<file path="src/rtl/state_trace_capture_pkg.sv">
// Shared constants and types for the FSM state-trace capture block.
// A trace entry is {ts, F, S}; the FSM resets to F=0, S=001.
package state_trace_capture_pkg;

    localparam int unsigned SNAP_W   = 4;
    localparam int unsigned DEF_TS_W = 8;
    localparam int unsigned ENTRY_W  = DEF_TS_W + SNAP_W;

    localparam logic [SNAP_W-1:0] SNAP_RST = 4'b0001;

    // Field offsets inside an entry
    localparam int unsigned ENTRY_S_LSB  = 0;
    localparam int unsigned ENTRY_F_BIT  = 3;
    localparam int unsigned ENTRY_TS_LSB = 4;

    typedef struct packed {
        logic       f;
        logic [2:0] s;
    } snap_t;

    // S is {A, B, ~B}; the two low bits must always differ.
    function automatic logic s_illegal(logic [2:0] s);
        return s[0] == s[1];
    endfunction

endpackage

</file>
<file path="src/rtl/state_trace_capture_trace_fifo.sv">
// Synchronous FIFO with clear, level and full/empty flags.
// rdata_o reads as zero while empty so the output is defined after reset.
module trace_fifo #(
    parameter int unsigned Depth = 8,
    parameter int unsigned Width = 12
) (
    input  logic                     clk_i,
    input  logic                     rst_i,
    input  logic                     clr_i,
    input  logic                     push_i,
    input  logic                     pop_i,
    input  logic [Width-1:0]         wdata_i,
    output logic [Width-1:0]         rdata_o,
    output logic                     empty_o,
    output logic                     full_o,
    output logic [$clog2(Depth):0]   level_o
);

    localparam int unsigned PtrW = $clog2(Depth);
    localparam int unsigned LvlW = PtrW + 1;

    logic [Width-1:0] mem_q [Depth];
    logic [PtrW-1:0]  wr_ptr_q, wr_ptr_d;
    logic [PtrW-1:0]  rd_ptr_q, rd_ptr_d;
    logic [LvlW-1:0]  level_q, level_d;
    logic             pop_ok;
    logic             push_ok;

    assign empty_o = (level_q == '0);
    assign full_o  = (level_q == LvlW'(Depth));
    assign level_o = level_q;

    // A pop in the same cycle frees the slot a full-FIFO push needs.
    assign pop_ok  = pop_i & ~empty_o & ~clr_i;
    assign push_ok = push_i & ~clr_i & (~full_o | pop_ok);

    always_comb begin
        wr_ptr_d = wr_ptr_q;
        rd_ptr_d = rd_ptr_q;
        level_d  = level_q;
        if (clr_i) begin
            wr_ptr_d = '0;
            rd_ptr_d = '0;
            level_d  = '0;
        end else begin
            if (push_ok) wr_ptr_d = wr_ptr_q + PtrW'(1);
            if (pop_ok)  rd_ptr_d = rd_ptr_q + PtrW'(1);
            level_d = level_q + LvlW'(push_ok) - LvlW'(pop_ok);
        end
    end

    always_ff @(posedge clk_i) begin
        if (rst_i) begin
            wr_ptr_q <= '0;
            rd_ptr_q <= '0;
            level_q  <= '0;
        end else begin
            wr_ptr_q <= wr_ptr_d;
            rd_ptr_q <= rd_ptr_d;
            level_q  <= level_d;
        end
    end

    always_ff @(posedge clk_i) begin
        if (push_ok) mem_q[wr_ptr_q] <= wdata_i;
    end

    assign rdata_o = empty_o ? '0 : mem_q[rd_ptr_q];

endmodule

</file>
<file path="src/rtl/state_trace_capture.sv">
// Logs every change of the sequence-detector outputs {F,S} with a timestamp,
// and keeps an F-high cycle count plus sticky overflow/illegal-encoding flags.
module state_trace_capture
    import state_trace_capture_pkg::*;
#(
    parameter int unsigned DEPTH = 8,
    parameter int unsigned TS_W  = 8,
    parameter int unsigned CNT_W = 8
) (
    input  logic                     CLK,
    input  logic                     RESET,
    input  logic                     en,
    input  logic                     clr,
    input  logic                     F,
    input  logic [2:0]               S,
    input  logic                     rd_ready,
    output logic                     rd_valid,
    output logic [TS_W+3:0]          rd_data,
    output logic [$clog2(DEPTH):0]   level,
    output logic [CNT_W-1:0]         f_count,
    output logic                     overflow,
    output logic                     illegal
);

    localparam int unsigned EntryW = TS_W + SNAP_W;

    logic [TS_W-1:0]   ts_q, ts_d;
    snap_t             prev_q, prev_d;
    logic [CNT_W-1:0]  f_count_q, f_count_d;
    logic              overflow_q, overflow_d;
    logic              illegal_q, illegal_d;

    snap_t             snap;
    logic [EntryW-1:0] entry;
    logic              push;
    logic              pop;
    logic              fifo_empty;
    logic              fifo_full;

    assign snap  = '{f: F, s: S};
    assign entry = {ts_q, snap};
    // clr suppresses logging of the sample it coincides with.
    assign push  = en & (snap != prev_q) & ~clr;
    assign pop   = rd_valid & rd_ready;

    trace_fifo #(
        .Depth (DEPTH),
        .Width (EntryW)
    ) u_fifo (
        .clk_i   (CLK),
        .rst_i   (RESET),
        .clr_i   (clr),
        .push_i  (push),
        .pop_i   (pop),
        .wdata_i (entry),
        .rdata_o (rd_data),
        .empty_o (fifo_empty),
        .full_o  (fifo_full),
        .level_o (level)
    );

    always_comb begin
        ts_d       = en ? ts_q + TS_W'(1) : ts_q;
        prev_d     = (en | clr) ? snap : prev_q;
        f_count_d  = f_count_q;
        overflow_d = overflow_q;
        illegal_d  = illegal_q;
        if (clr) begin
            f_count_d  = '0;
            overflow_d = 1'b0;
            illegal_d  = 1'b0;
        end else begin
            if (en & F & (f_count_q != {CNT_W{1'b1}})) f_count_d = f_count_q + CNT_W'(1);
            if (push & fifo_full & ~pop)                overflow_d = 1'b1;
            if (en & s_illegal(S))                      illegal_d  = 1'b1;
        end
    end

    always_ff @(posedge CLK) begin
        if (RESET) begin
            ts_q       <= '0;
            prev_q     <= SNAP_RST;
            f_count_q  <= '0;
            overflow_q <= 1'b0;
            illegal_q  <= 1'b0;
        end else begin
            ts_q       <= ts_d;
            prev_q     <= prev_d;
            f_count_q  <= f_count_d;
            overflow_q <= overflow_d;
            illegal_q  <= illegal_d;
        end
    end

    assign rd_valid = ~fifo_empty;
    assign f_count  = f_count_q;
    assign overflow = overflow_q;
    assign illegal  = illegal_q;

endmodule
</file>
<file path="config.mk">
export PLATFORM = sky130hd
export DESIGN_NAME = state_trace_capture
export DESIGN_NICKNAME = d
export VERILOG_FILES = /design/src/rtl/state_trace_capture_pkg.sv /design/src/rtl/state_trace_capture_trace_fifo.sv /design/src/rtl/state_trace_capture.sv
export SDC_FILE = /design/constraint.sdc
export NUM_CORES = 1
export LEC_CHECK = 0
export CELL_PAD_IN_SITES_DETAIL_PLACEMENT = 1
export CELL_PAD_IN_SITES_GLOBAL_PLACEMENT = 1
export CORE_MARGIN = 2
export CORE_UTILIZATION = 45
export DETAILED_ROUTE_END_ITERATION = 10
export GPL_TIMING_DRIVEN = 0
export PLACE_DENSITY_LB_ADDON = 0.15
export SLEW_MARGIN = 0
export SYNTH_ARGS = -nofsm -noshare
export SYNTH_HDL_FRONTEND = slang
export SYNTH_HIERARCHICAL = 1
export SYNTH_SLANG_ARGS = --single-unit
</file>
<file path="constraint.sdc">
create_clock -name CLK -period 2.8 [get_ports CLK]
set_input_delay 0.56 -clock CLK [delete_from_list [all_inputs] [get_ports CLK]]
set_output_delay 0.56 -clock CLK [all_outputs]
set_load 0.01 [all_outputs]
</file>
# After elaboration in Yosys (flattened, before gate mapping)
# Memories as Yosys holds them, arrays and structs flattened. A register that Yosys moved wholly into a read port is not among the register bits.
# Cells that the tools add are included.
# totals
register_bits,32
ramBits,96
in_bits,9
output_inout_bits,27
word_cells,45
mem_count,1
# memory_table
name,words,width,read_ports,rd_clocked_by_memory_dff,wr,line_no,rtl
u_fifo.mem_q,8,12,1,1,1,state_trace_capture_trace_fifo.sv:22,logic [Width-1:0] mem_q [Depth];
# classes
addsub,6
n_eq_ne,4
mux,5
bitwise_logic,18
n_reduce_logical,2
# ops
operator,count
8-bit by 1-bit adder with 8-bit output (second input constant),2
1-bit bitwise AND,12
12-bit two-way mux,1
8-bit inequality test (second input constant),1
3-bit by 1-bit adder with 3-bit output (second input constant),2
3-bit two-way mux,2
4-bit by 1-bit adder with 4-bit output,1
4-bit == test (second input constant),1
4-bit logical NOT,1
4-bit inequality test,1
1-bit NOT,4
4-bit by 1-bit subtractor with 4-bit output,1
1-bit two-way mux,2
1-bit bitwise OR,2
2-bit OR reduction,1
1-bit == test,1

# Longest topological paths before layout
# depth
depth_word,9
depth_mapped,13
depth_no_buf,13

# Modules after synthesis
# Netlist, hierarchy kept.
# by_module_without_submodules
mod,instances,cells_per_inst,area_each_um2,seq_area_each_um2
trace_fifo,1,227,4385.5,3143.0
state_trace_capture,1,111,1008.5,440.4

# Least setup slack after synthesis
# OpenSTA, ideal clock, no wires.
# synth_timing
path_type,register to register
start,register u_fifo.level_q[2] (netlist: u_fifo/level_o[2])
end,memory u_fifo.mem_q[5][0] (enable)
setup_ns,0.396
arrival_time_ns,2.607
required_time_ns,2.404
slack_ns,-0.203
stages_incl_launch_ff,9
n_path_buf,0
synth_period_minus_slack_ns,3.003
path_cell_list,dfxtp_1 inv_1 ha_1 or3b_4 inv_2 nor2b_1 nor3b_1 o21ai_1 nor3_1
# synth_via
elab_chain_len,9
word_cells_on_any_way,11
classes_between,eq/ne: 1; mux: 2; bitwise: 7; reduce/logical: 1
# synth_rtl
element,line_no,rtl
from (decl),state_trace_capture_trace_fifo.sv:25,"logic [LvlW-1:0] level_q, level_d;"
from (signal assigned),state_trace_capture_trace_fifo.sv:60,level_q <= level_d;
4-bit logical NOT,state_trace_capture_trace_fifo.sv:29,assign empty_o = (level_q == '0);
named net fifo_empty,state_trace_capture.sv:37,logic fifo_empty;
1-bit NOT,state_trace_capture.sv:95,assign rd_valid = ~fifo_empty;
1-bit bitwise AND,state_trace_capture.sv:44,assign pop = rd_valid & rd_ready;
named net pop,state_trace_capture.sv:36,logic pop;
1-bit bitwise AND (2 in a row),state_trace_capture_trace_fifo.sv:34,assign pop_ok = pop_i & ~empty_o & ~clr_i;
1-bit bitwise OR,state_trace_capture_trace_fifo.sv:35,assign push_ok = push_i & ~clr_i & (~full_o | pop_ok);
1-bit bitwise AND,state_trace_capture_trace_fifo.sv:35,
1-bit two-way mux,state_trace_capture_trace_fifo.sv:65,if (push_ok) mem_q[wr_ptr_q] <= wdata_i;
1-bit two-way mux (not written as such),state_trace_capture_trace_fifo.sv:65,
to (decl),state_trace_capture_trace_fifo.sv:22,
# The timed path passes the listed nets, and every way through them passes these cells.

# Final worst setup path
# layout_timing
start,register u_fifo.level_q[3] (netlist: u_fifo/level_o[3])
end,output rd_data[4]
# layout_via
elab_chain_len,2
# layout_rtl
element,line_no,rtl
4-bit logical NOT,state_trace_capture_trace_fifo.sv:29,
12-bit two-way mux,state_trace_capture_trace_fifo.sv:68,assign rdata_o = empty_o ? '0 : mem_q[rd_ptr_q];
to (decl),state_trace_capture.sv:18,"output logic [TS_W+3:0] rd_data,"
# Every way passes these cells.

==> results by group <==
Setup path
  • Arrival time of data at the critical path endpoint: between 2 and 2.5 ns
  • Worst Setup Path Type: reg -> out
  • Worst r2r src: u_fifo/level_o[3]
  • Maximum fanout encountered on the critical timing path: 10
  • Startpoint kind of the worst setup timing path: flop
  • Launch point of the worst path: u_fifo/level_o[3]
  • Worst path required time: 2.24 ns
  • Critical Path End Type: output pin

Placement
  • RD Place Congestion: 0.722
  • Number of instances in the placed design: ~520
  • Cell Area, Placed: slightly below 0.006 mm^2
  • Buffers on Ports: 35
  • Estimated wirelength of the detail-placed design: 7200 um

Timing
  • Final hold vios: 0
  • Total negative setup slack: 0 ns
  • Actual transition at the worst max-transition pin: between 0.8 and 0.9 ns
  • Final Cycle Share: between 90 and 100%
  • Max frequency: roughly 370 MHz
  • Worst relative slew slack: about 41%
  • Setup clock skew after layout: approximately 0.018 ns
  • Post-route minimum period: ~2.7 ns
  • Final Max Tran Viols: 0
  • Final setup violation count: 0

Detailed routing
  • Highest routed layer: met4
  • Via-to-Cell Ratio: approximately 5.7
  • Detailed route wirelength on metal2: ~6000 um
  • Residual antenna-violating net count after detailed routing: 0
  • DRT Pass-1 Iters: 4
  • Wire length on met3: 594 um
  • Length of routed wiring on met1: about 5400 um
  • Number of design rule violations left after detail routing: 0
  • Routed vias: 3206
  • Number of DRC markers after the initial detailed-route iteration: roughly 210
  • Final wirelength: between 10000 and 15000 um
  • Per-cell routed wire length: between 20 and 25 um

Synth
  • Syn Nets: 357
  • Summed instance area of the synthesized netlist: between 0.005 and 0.006 mm^2
  • Post-synthesis async set-or-reset flop share: 0%
  • Prevailing post-synth register cell: edfxtp_1
  • Post-synthesis average cell area: approximately 16 um^2
  • Number of enable flip-flop cells after synthesis: 96
  • Unique masters post-synth: 58
  • Total number of yosys warnings: 6
  • Sequential cell area fraction in the yosys report: between 60% and 70%
  • Cells after Synth: ~340
  • Number of synthesized register bits: between 100 and 150

CTS
  • CTS Buf Count: 17
  • Clock slew at the register clock pins of the worst setup and hold paths: around 0.060 ns
  • CTS tree: done
  • Hold-fix buffers, CTS: 0
  • Clock Path Buffers: 2
  • H-tree depth: 4
  • Number of clock sinks: approximately 130
  • Clk root buf: clkbuf_16
  • Source-to-sink clock delay at the later pin of the worst-skew pair: roughly 0.42 ns

Global route
  • Global Route Usage Sum: slightly above 20%
  • Grt ovf: 0
  • First-pass GRT wire length: 19300 um
  • Antenna violations before repair: 0
  • Number of global-route vias before repair: between 3000 and 4000
  • Largest net degree at the start of global routing: 17

Layout
  • Fraction of layout cells with a size suffix above 1: roughly 25%
  • Number of standard cells in the layout, taps in and fillers out: between 500 and 600
  • Design Area, Final: approximately 0.007 mm^2
  • Area growth from synthesis to layout: 26.7%
  • Total Nets Final: 424
  • Antenna diode instance count: 0
  • Leading cell type in the layout, fill and taps excluded: edfxtp_1
  • Most used cells in the layout excluding fill and tap cells: 96 x edfxtp_1, 33 x dfxtp_1, 18 x clkdlybuf4s50_1

Worst hold path
  • Min-Delay Startpoint: prev_q[3]
  • Hold WC Path Type: reg -> reg

Power and ir drop
  • Pwr Total: approximately 4600 uW
  • Pwr per Cell Area: ~670 mW/mm^2
  • VDD IR max: approximately 0.00053 V
  • Standby leakage power: around 0.0023 uW

Run status
  • Outcome: complete, no violations

Die
  • Number of primary I/O pins: 36
  • Initial Util: between 40% and 50%
  • Num rows: 39
  • Die Outline Area: 0.0129 mm^2
  • Die height: between 100 and 150 um
  • Area of the core: roughly 0.012 mm^2
  • Horizontal extent of the die: ~110 um

Run
  • Count of max-cap constraint violations: 0
-- critical path: stages (launching register included) --
cell	delay, ns
dfxtp_2	0.32
inv_1	0.09
ha_4	0.14
or3b_4	0.43
and2_4	0.18
buf_8	0.14
a22o_1	0.22
clkdlybuf4s15_2	0.23
-- Yosys cell counts, drive strengths merged, types with 4 or more instances --
library cell | count | share of area, %
ha | 9 | 2.1
a21oi | 13 | 1.2
nand2 | 16 | 1.1
inv | 11 | 0.77
clkbuf | 4 | 0.28
mux4 | 24 | 11
a22o | 13 | 2.1
buf | 8 | 1.3
nand3 | 4 | 0.37
o21ai | 11 | 1.0
nand4 | 4 | 0.46
edfxtp | 96 | 53
nor2 | 23 | 1.6
nor3b | 4 | 0.65
dfxtp | 35 | 13
or3 | 6 | 0.70
mux2i | 5 | 0.93
xor2 | 10 | 1.6
-- final cells by class --
class | count | area, um^2
clock buffer | 18 | 429
multi-input combinational | 184 | 1800
timing repair buffer | 49 | 470
tap | 143 | 179
buffer | 11 | 113
fill | 1094 | 4730
inverter | 11 | 51.3
sequential | 131 | 3590
clock inverter | 14 | 203
-- registers in the layout (all words and copies together), names as in the netlist, 3 cells and up, named ones only --
name	count
u_fifo/mem_q	96
f_count	8
ts_q	8
prev_q	4
u_fifo/level_o	4
u_fifo/rd_ptr_q	3
u_fifo/wr_ptr_q	3
-- report_power, final --
| group | total, uW | leakage, uW | internal (uW) | switching [uW] |
|---|---|---|---|---|
| Combinational | 120 | 0.000883 | 49.4 | 70.3 |
| Sequential | 2110 | 0.00115 | 2090 | 18.3 |
| Clock | 2350 | 0.000299 | 1500 | 845 |
-- metal layers --
layer	up-vias	GRT usage, %
met5	-	0
met4	0	7.72
met3	10	5.84
met2	80	32.9
met1	1644	27.2
li1	1472	-
-- cell families (layout without fill, tap and decap cells) --
logic type | Yosys count | after routing | synth area share [%]
adders and majority gates | 10 | 10 | 2.46
AOI/OAI and AO/OA | 53 | 53 | 6.94
muxes | 29 | 29 | 11.7
and+or+nand+nor | 80 | 80 | 8.14
buffers and inverters | 23 | 103 | 2.37
DFF | 131 | 131 | 66.4
xor gates and xnor gates | 12 | 12 | 1.95
-- what timing repair did --
| item | 4_1_cts | 5_1_grt |
|---|---|---|
| pin swaps | 7 | 2 |
| resized for setup | 70 | 19 |
| setup buffers | 10 | 4 |
| setup endpoints to repair | 111 | 65 |
-- worst paths after layout --
| path | depth (start not counted) | slack [ns] | endpoint |
|---|---|---|---|
| worst max-delay path | 7 | 0.08 | rd_data[4] |
| worst min-delay path | 2 | 0.47 | prev_q[3] |
| worst max register to register | 12 | 0.09 | u_fifo/level_o[1] |
| worst min register to register | 2 | 0.47 | prev_q[3] |
-- per-stage QoR --
stage	hold WS (ns)	setup slack [ns]	util (%)
after floorplan	0.438	0.0572	-
after global placement	0.453	-1.04	51.3
after detailed placement	0.462	-1.15	51.3
after CTS	0.470	-0.00481	58.7
after global routing	0.512	-0.00195	59.1
final	0.468	0.0766	59.1
(Power assumes the default switching activity.)
